--- config.mk ---
export PLATFORM = sky130hd
export DESIGN_NAME = if_fetch
export DESIGN_NICKNAME = d
export VERILOG_FILES = /design/src/rtl/if_fetch_pkg.sv /design/src/rtl/if_byte_asm.sv /design/src/rtl/if_fetch.sv
export SDC_FILE = /design/constraint.sdc
export NUM_CORES = 1
export LEC_CHECK = 0
export ABC_AREA = 0
export CAP_MARGIN = 20
export CORE_MARGIN = 2
export CORE_UTILIZATION = 43
export CTS_CLUSTER_SIZE = 16
export DETAILED_ROUTE_END_ITERATION = 12
export PLACE_DENSITY = 0.77
export SLEW_MARGIN = 25
export SYNTH_ARGS = -nofsm -noshare
export SYNTH_HDL_FRONTEND = slang
export SYNTH_SLANG_ARGS = --single-unit
--- constraint.sdc ---
create_clock -name clk -period 2.15 [get_ports clk]
set_clock_uncertainty 0.2 [all_clocks]
set_input_delay 0.215 -clock clk [delete_from_list [all_inputs] [get_ports clk]]
set_output_delay 0.215 -clock clk [all_outputs]
set_load 0.02 [all_outputs]
--- src/rtl/if_fetch_pkg.sv ---
// rtl/if_fetch_pkg.sv - shared definitions for the instruction-fetch stage
package if_fetch_pkg;

    localparam int INST_W = 32;
    localparam int ADDR_W = 32;
    localparam int CNT_W  = 2;

    localparam logic STOP     = 1'b1;
    localparam logic CONTINUE = 1'b0;
    localparam logic JUMP     = 1'b1;
    localparam logic STAY     = 1'b0;

    typedef enum logic {
        FETCH = 1'b0,
        HOLD  = 1'b1
    } fetch_state_e;

endpackage

--- src/rtl/if_byte_asm.sv ---
// rtl/if_byte_asm.sv - little-endian 4-byte instruction assembly register
module if_byte_asm
    import if_fetch_pkg::*;
(
    input  logic              clk,
    input  logic              rst,
    input  logic              clr_i,
    input  logic              en_i,
    input  logic [CNT_W-1:0]  idx_i,
    input  logic [7:0]        byte_i,
    output logic [INST_W-1:0] word_o
);

    logic [INST_W-1:0] word_q, word_d;

    always_comb begin
        word_d = word_q;
        if (clr_i) begin
            word_d = '0;
        end else if (en_i) begin
            word_d[{idx_i, 3'b000} +: 8] = byte_i;
        end
    end

    always_ff @(posedge clk) begin
        if (rst) begin
            word_q <= '0;
        end else begin
            word_q <= word_d;
        end
    end

    assign word_o = word_q;

endmodule

--- src/rtl/if_fetch.sv ---
// rtl/if_fetch.sv - instruction fetch over an 8-bit memory port, four byte reads per word
module if_fetch
    import if_fetch_pkg::*;
#(
    parameter logic [ADDR_W-1:0] RESET_PC = 32'h0000_0000
) (
    input  logic              clk,
    input  logic              rst,
    input  logic              stall_i,
    input  logic              jump_i,
    input  logic [ADDR_W-1:0] jpc_i,
    output logic              mem_req_o,
    output logic [ADDR_W-1:0] mem_addr_o,
    input  logic              mem_ready_i,
    input  logic [7:0]        mem_data_i,
    output logic [ADDR_W-1:0] pc_o,
    output logic [INST_W-1:0] inst_o,
    output logic              inst_valid_o,
    output logic              stall_req_o
);

    fetch_state_e      state_q, state_d;
    logic [ADDR_W-1:0] pc_q, pc_d;
    logic [CNT_W-1:0]  k_q, k_d;
    logic              asm_clr, asm_en;
    logic              jump_take;
    logic [INST_W-1:0] asm_word;

    // A redirect under stall is dropped; decode re-presents it later.
    assign jump_take = (jump_i == JUMP) && (stall_i == CONTINUE);

    always_ff @(posedge clk) begin
        if (rst) begin
            state_q <= FETCH;
            pc_q    <= RESET_PC;
            k_q     <= '0;
        end else begin
            state_q <= state_d;
            pc_q    <= pc_d;
            k_q     <= k_d;
        end
    end

    always_comb begin
        state_d      = state_q;
        pc_d         = pc_q;
        k_d          = k_q;
        asm_clr      = 1'b0;
        asm_en       = 1'b0;
        mem_req_o    = 1'b0;
        inst_valid_o = 1'b0;
        stall_req_o  = 1'b0;

        if (jump_take) begin
            pc_d    = jpc_i & ~32'h0000_0003;
            k_d     = '0;
            state_d = FETCH;
            asm_clr = 1'b1;
        end else begin
            unique case (state_q)
                FETCH: begin
                    if (mem_ready_i) begin
                        asm_en = 1'b1;
                        k_d    = k_q + 2'd1;
                        if (k_q == 2'd3) begin
                            state_d = HOLD;
                        end
                    end
                end
                HOLD: begin
                    if (stall_i == CONTINUE) begin
                        pc_d    = pc_q + 32'd4;
                        state_d = FETCH;
                    end
                end
                default: state_d = FETCH;
            endcase
        end

        if (!rst) begin
            mem_req_o    = (state_q == FETCH);
            stall_req_o  = (state_q == FETCH);
            inst_valid_o = (state_q == HOLD) && (jump_i != JUMP);
        end
    end

    if_byte_asm u_asm (
        .clk    (clk),
        .rst    (rst),
        .clr_i  (asm_clr),
        .en_i   (asm_en),
        .idx_i  (k_q),
        .byte_i (mem_data_i),
        .word_o (asm_word)
    );

    assign mem_addr_o = rst ? '0 : pc_q + {{(ADDR_W-CNT_W){1'b0}}, k_q};
    assign pc_o       = rst ? '0 : pc_q;
    assign inst_o     = rst ? '0 : asm_word;

endmodule
Yosys cells after proc, flatten, opt, wreduce, memory -nomap -nowiden

Cells that the tools add are included.

Register bits after elaboration: 67
Logic and storage cells: 41
Output and inout bits: 99
Bits in writable memories: 0
Latch bits: 0
Memories: 0
Bits in read-only memories: 0

Divide/modulo/power cells: 0
Multiplexer cells: 17
Multiply operators: 0
$add $sub $neg: 4
Magnitude comparators: 0
Reduce and logical (&&, ||, !) cells: 8
Shifts and indexed selects: 2
Equal/unequal tests: 2
Bitwise logic cells: 3

Operators by type and width:

| operator                 | number |
|---|---|
| $mux W32                 | 6 |
| $add A32 B2 Y32          | 1 |
| $add A32 B3 Y32 const B  | 1 |
| $bwmux W32               | 1 |
| $shift A8 B7 Y32 const A | 1 |
| $shiftx A8 B7 Y32        | 1 |
| $mux W1                  | 9 |
| $neg A5 Y7               | 1 |
| $reduce_and A2 Y1        | 3 |
| $reduce_or A2 Y1         | 2 |
| $not A1 Y1               | 3 |
| $add A2 B1 Y2 const B    | 1 |
| $eq A2 B2 Y1 const B     | 1 |
| $logic_and A1 B1 Y1      | 2 |
| $ne A2 B1 Y1 const B     | 1 |
| $pmux W1 S2              | 1 |
| $reduce_bool A2 Y1       | 1 |

Longest topological paths before layout

Gate-level depths: netlist of the first run.

Depth after elaboration: 4
Depth in mapped cells: 7
Depth with buffers taken out: 5

By module

Synthesis of the first run repeated with hierarchy kept, for this count alone.

Cells, all modules: 492
Area total of the unflattened synthesis: 3,918.8 um^2

Modules (own cells, without submodules):

| module      | instances | area each (um^2) | cells an instance |
|---|---|---|---|
| if_fetch    | 1         | 2,636.3          | 359 |
| if_byte_asm | 1         | 1,282.5          | 133 |

Worst setup path before layout of the first run

OpenSTA, ideal clock, no wires.

Kind: reg-to-reg
Start: register k_q[0]
End: register u_asm.word_q[10], in the netlist u_asm.word_o[10]
Stages on the path, launching flop included: 6
Clock period less this slack: 1,950 ps
Data arrival time: 1,680 ps
Path slack: 200 ps
Path through: dfxtp_1 inv_1 ha_1 nor3b_1 nand3_1 a21oi_1

Longest elaborated chain between the ends: 3
Elaborated cells between the ends (all ways): 4
Those cells by class: add/sub: 1; shift: 2; mux: 1

RTL lines:

| element                                                      | RTL line          | source |
|---|---|---|
| start: declaration                                           | if_fetch.sv:24    | `logic [CNT_W-1:0] k_q, k_d;` |
| start signal: assignment                                     | if_fetch.sv:40    | `k_q <= k_d;` |
| $neg A5 Y7 (*)                                               | if_byte_asm.sv:21 | `word_d[{idx_i, 3'b000} +: 8] = byte_i;` |
| $shiftx A8 B7 Y32 / $shift A8 B7 Y32 (equally long branches) | if_byte_asm.sv:21 |  |
| $bwmux W32 (*)                                               | if_byte_asm.sv:21 |  |
| end signal: assignment                                       | if_byte_asm.sv:29 | `word_q <= word_d;` |
| end: declaration                                             | if_byte_asm.sv:14 | `logic [INST_W-1:0] word_q, word_d;` |

Every way passes the cells marked *; elsewhere a longest branch is shown, timed or not.
A chain may end at the register's enable or synchronous reset.

Worst setup path in the final report of the first run

Start: register pc_q[15]
End: output pc_o[15]

Longest elaborated chain between the ends: 1

RTL lines:

| element                  | RTL line       | source |
|---|---|---|
| start: declaration       | if_fetch.sv:23 | `logic [ADDR_W-1:0] pc_q, pc_d;` |
| start signal: assignment | if_fetch.sv:39 | `pc_q <= pc_d;` |
| $mux W32                 | if_fetch.sv:98 | `assign pc_o = rst ? '0 : pc_q;` |
| end: declaration         | if_fetch.sv:16 | `output logic [ADDR_W-1:0] pc_o,` |

Every way passes these cells.

==> results.md, run 1 <==
* H-tree levels at 3
* Area taken by multi-input logic gates at 0.00245 mm2
* CTS max path bufs at 2
* Clock Sinks at 65
* Rows at 35
* Syn Area/Cell at 7.56 um2
* Synth Flop Type: dfxtp_1
* Worst-Skew Late Latency at 360 ps
* Final hold violation count at 0
* Synth top area share at 31.3%
* Area Overhead vs Synth at 43.2%
* Initial antenna violation count at 0
* IO buf count at 139
* Most frequent cells in the layout: clkdlybuf4s50_1 (127), nor2b_1 (60), nand2_1 (58)
* Fillers at 835
* Dominant cell type by area after synthesis: dfxtp_1
* DR vias at 4608
* DRT antenna net count at 0
* Crit-path max FO at 8
* Sequential share of power at 45.2%
* Num ports at 144
* Post-Synthesis Cells at 549
* Nets@finish at 729
* Clk network pwr share at 34.1%
* Net switching fraction of the power at 30.9%
* Share of layout cells above drive strength 1 at 13.6%
* Global-route track usage on met1 at 32.2%
* Combinational power share at 20.7%
* Req. time, crit path at 1740 ps
* Drt drc at 0
* FF+latch area at 0.00132 mm2
* Yosys reg bits at 65
* Gr busiest metal: met2
* All-Layer GR Usage at 25.1%
* Initial Utilization at 44.7%
* Placed Cells at 796
* Status: completed
* Ant. Diodes at 0
* Leakage at 2.19 nW
* Total Neg Setup Slack at 0 ps
* Post-Synthesis Cell Area at 0.00415 mm2
* Die ar. at 0.0105 mm2
* Post-DP Area at 0.00572 mm2
* Max-cap viol count at 0
* Hold crit path type: primary input to register
* Pwr dens at 485 mW/mm2
* Setup Fix Bufs, Post-CTS at 0
* Core area at 0.00928 mm2
* Vias in the first global route at 4254
* DP HPWL at 10000 um
* Layout Cells excl Fill at 812
* Clock slew at reported path FFs at 80 ps
* Final period util at 96.5%
* DR WL/cell at 16.4 um
* Met2 Usage GRT at 41.4%
* Die Ht at 102 um
* Die width at 102 um
* Cell variety after synth at 63
* Peak supply drop at 0.000384 V
* Critical path class: register to output port
* Largest net degree at the start of global routing at 32
* Internal cell power at 0.00199 W
* CP Capture Type: output port
* Clk root buf: clkbuf_8
* Number of buffers created by CTS at 9
* Most common cell after layout, fill and taps aside: clkdlybuf4s50_1
* Drt first pass iters at 5
* Unrepaired setup endpoints after global routing: false
* Post-synth EDFFs at 0
* GR Util met3 at 4.65%
* Crit path time final at 2080 ps
* Synth area leaders: dfxtp_1 (31%), nor2b_1 (9.3%), buf_4 (6.0%)
* Final Cell Area at 0.00595 mm2
* Register area share after synthesis at 31.3%
* Yosys warns at 0
* DR iter-0 viols at 233
* Worst setup SP type: register
* Final WL at 13300 um
* Post-synthesis async set-or-reset flop share at 0%
* CTS tree: yes
* F_max at 482 MHz
* Total congestion overflow at 0
* Via-per-instance ratio at 5.67
* Final setup violating endpoints at 0
* Switching power at 0.000892 W
* First-pass GRT wire length at 20900 um
* Crit path DAT at 1660 ps
* GP Congestion at 0.891
* Slew Limit Fails at 0
sequential cells by signal, indices dropped and copies added, names as in the netlist:
| signal | count |
|---|---|
| u_asm.word_o | 32 |
| pc_q | 30 |
| k_q | 2 |
| state_q | 1 |
power by group through the flow:
| stage | registers, W | logic [W] | clock network, W |
|---|---|---|---|
| floorplan | 0.00131 | 0.000334 | 0 |
| global placement | 0.00132 | 0.000583 | 0 |
| detailed placement | 0.00133 | 0.000592 | 0 |
| CTS | 0.00130 | 0.000595 | 0.00100 |
| global route | 0.00131 | 0.000643 | 0.00106 |
| finish | 0.00130 | 0.000597 | 0.000985 |
critical path, stage by stage, from the launching register on:
cell and delay (ps):
dfxtp_1 470, nor2b_1 200, clkdlybuf4s50_1 630
layer usage:
layer | wire length, um | share of wire [%]
met5 | 0 | 0
met1 | 5660 | 42
met2 | 6350 | 48
met3 | 979 | 7.3
met4 | 351 | 2.6
what timing repair did:
item	CTS	global route
pin swaps	0	1
hold buffers	0	0
endpoints found under the hold margin	0	0
endpoints found under the setup margin	2	33
resized for setup	1	24
stage by stage:
step / total power, W / worst slack, ps / hold WS [ps] / util, %
floorplan: 0.00164 / 200 / 167 / -
global placement: 0.00191 / -3.17 / 234 / 61.7
detailed placement: 0.00192 / -39.4 / 241 / 61.7
CTS: 0.00290 / 0.824 / 50.6 / 63.6
global route: 0.00301 / 12.2 / 69.3 / 64.1
finish: 0.00288 / 74.9 / 65.5 / 64.1
path summary, 6_finish.rpt:
path,from,to,slack [ps],cells after the start
max,pc_q[15],pc_o[15],70,2
min,rst,pc_q[22],70,2
max reg2reg,pc_q[2],pc_q[16],110,5
min reg2reg,u_asm.word_o[0],u_asm.word_o[0],250,2
synth_stat cells (7+ instances only):
master	count
and2_1	9
clkbuf_1	26
a31oi_1	10
nand2_1	58
buf_4	33
nor2b_1	62
nand3_1	46
o21ai_0	18
a22oi_1	13
nor4_1	10
nand4_1	15
dfxtp_1	65
a21oi_1	49
nor3_1	9
buf_2	7
and3_1	9
nor2_1	19
final cells by class:
cell class,count,share of cell area [%]
repair buffers,187,30.6
clock inverters,6,0.715
well taps,129,2.71
clock buffers,10,2.31
inverters,6,0.379
multi-input cells,409,41.2
flip-flops and latches,65,22.1
cells by family (layout without fill, tap and decap cells):
| group | count (synthesis) | after routing | share of synthesized area (%) |
|---|---|---|---|
| other | 1 | 2 | 0.0903 |
| multiplexers | 1 | 1 | 0.241 |
| flip-flops | 65 | 65 | 31.3 |
| AO/OA/AOI/OAI | 128 | 128 | 19.9 |
| buffers and inverters | 76 | 209 | 10.1 |
| XOR/XNOR | 1 | 1 | 0.211 |
| AND/OR/NAND/NOR | 271 | 271 | 36.3 |
| adder cells (fa/ha/maj) | 6 | 6 | 1.81 |
Power figures use the tool's default switching activity.
==> inputs of run 2 (changes only) <==
--- a/config.mk
+++ b/config.mk
@@ -9,7 +9,6 @@
 export CAP_MARGIN = 20
 export CORE_MARGIN = 2
 export CORE_UTILIZATION = 43
-export CTS_CLUSTER_SIZE = 16
 export DETAILED_ROUTE_END_ITERATION = 12
 export PLACE_DENSITY = 0.77
 export SLEW_MARGIN = 25
==> results of run 2 <==
Final layout, timing and power as in run 1 (identical DEF).
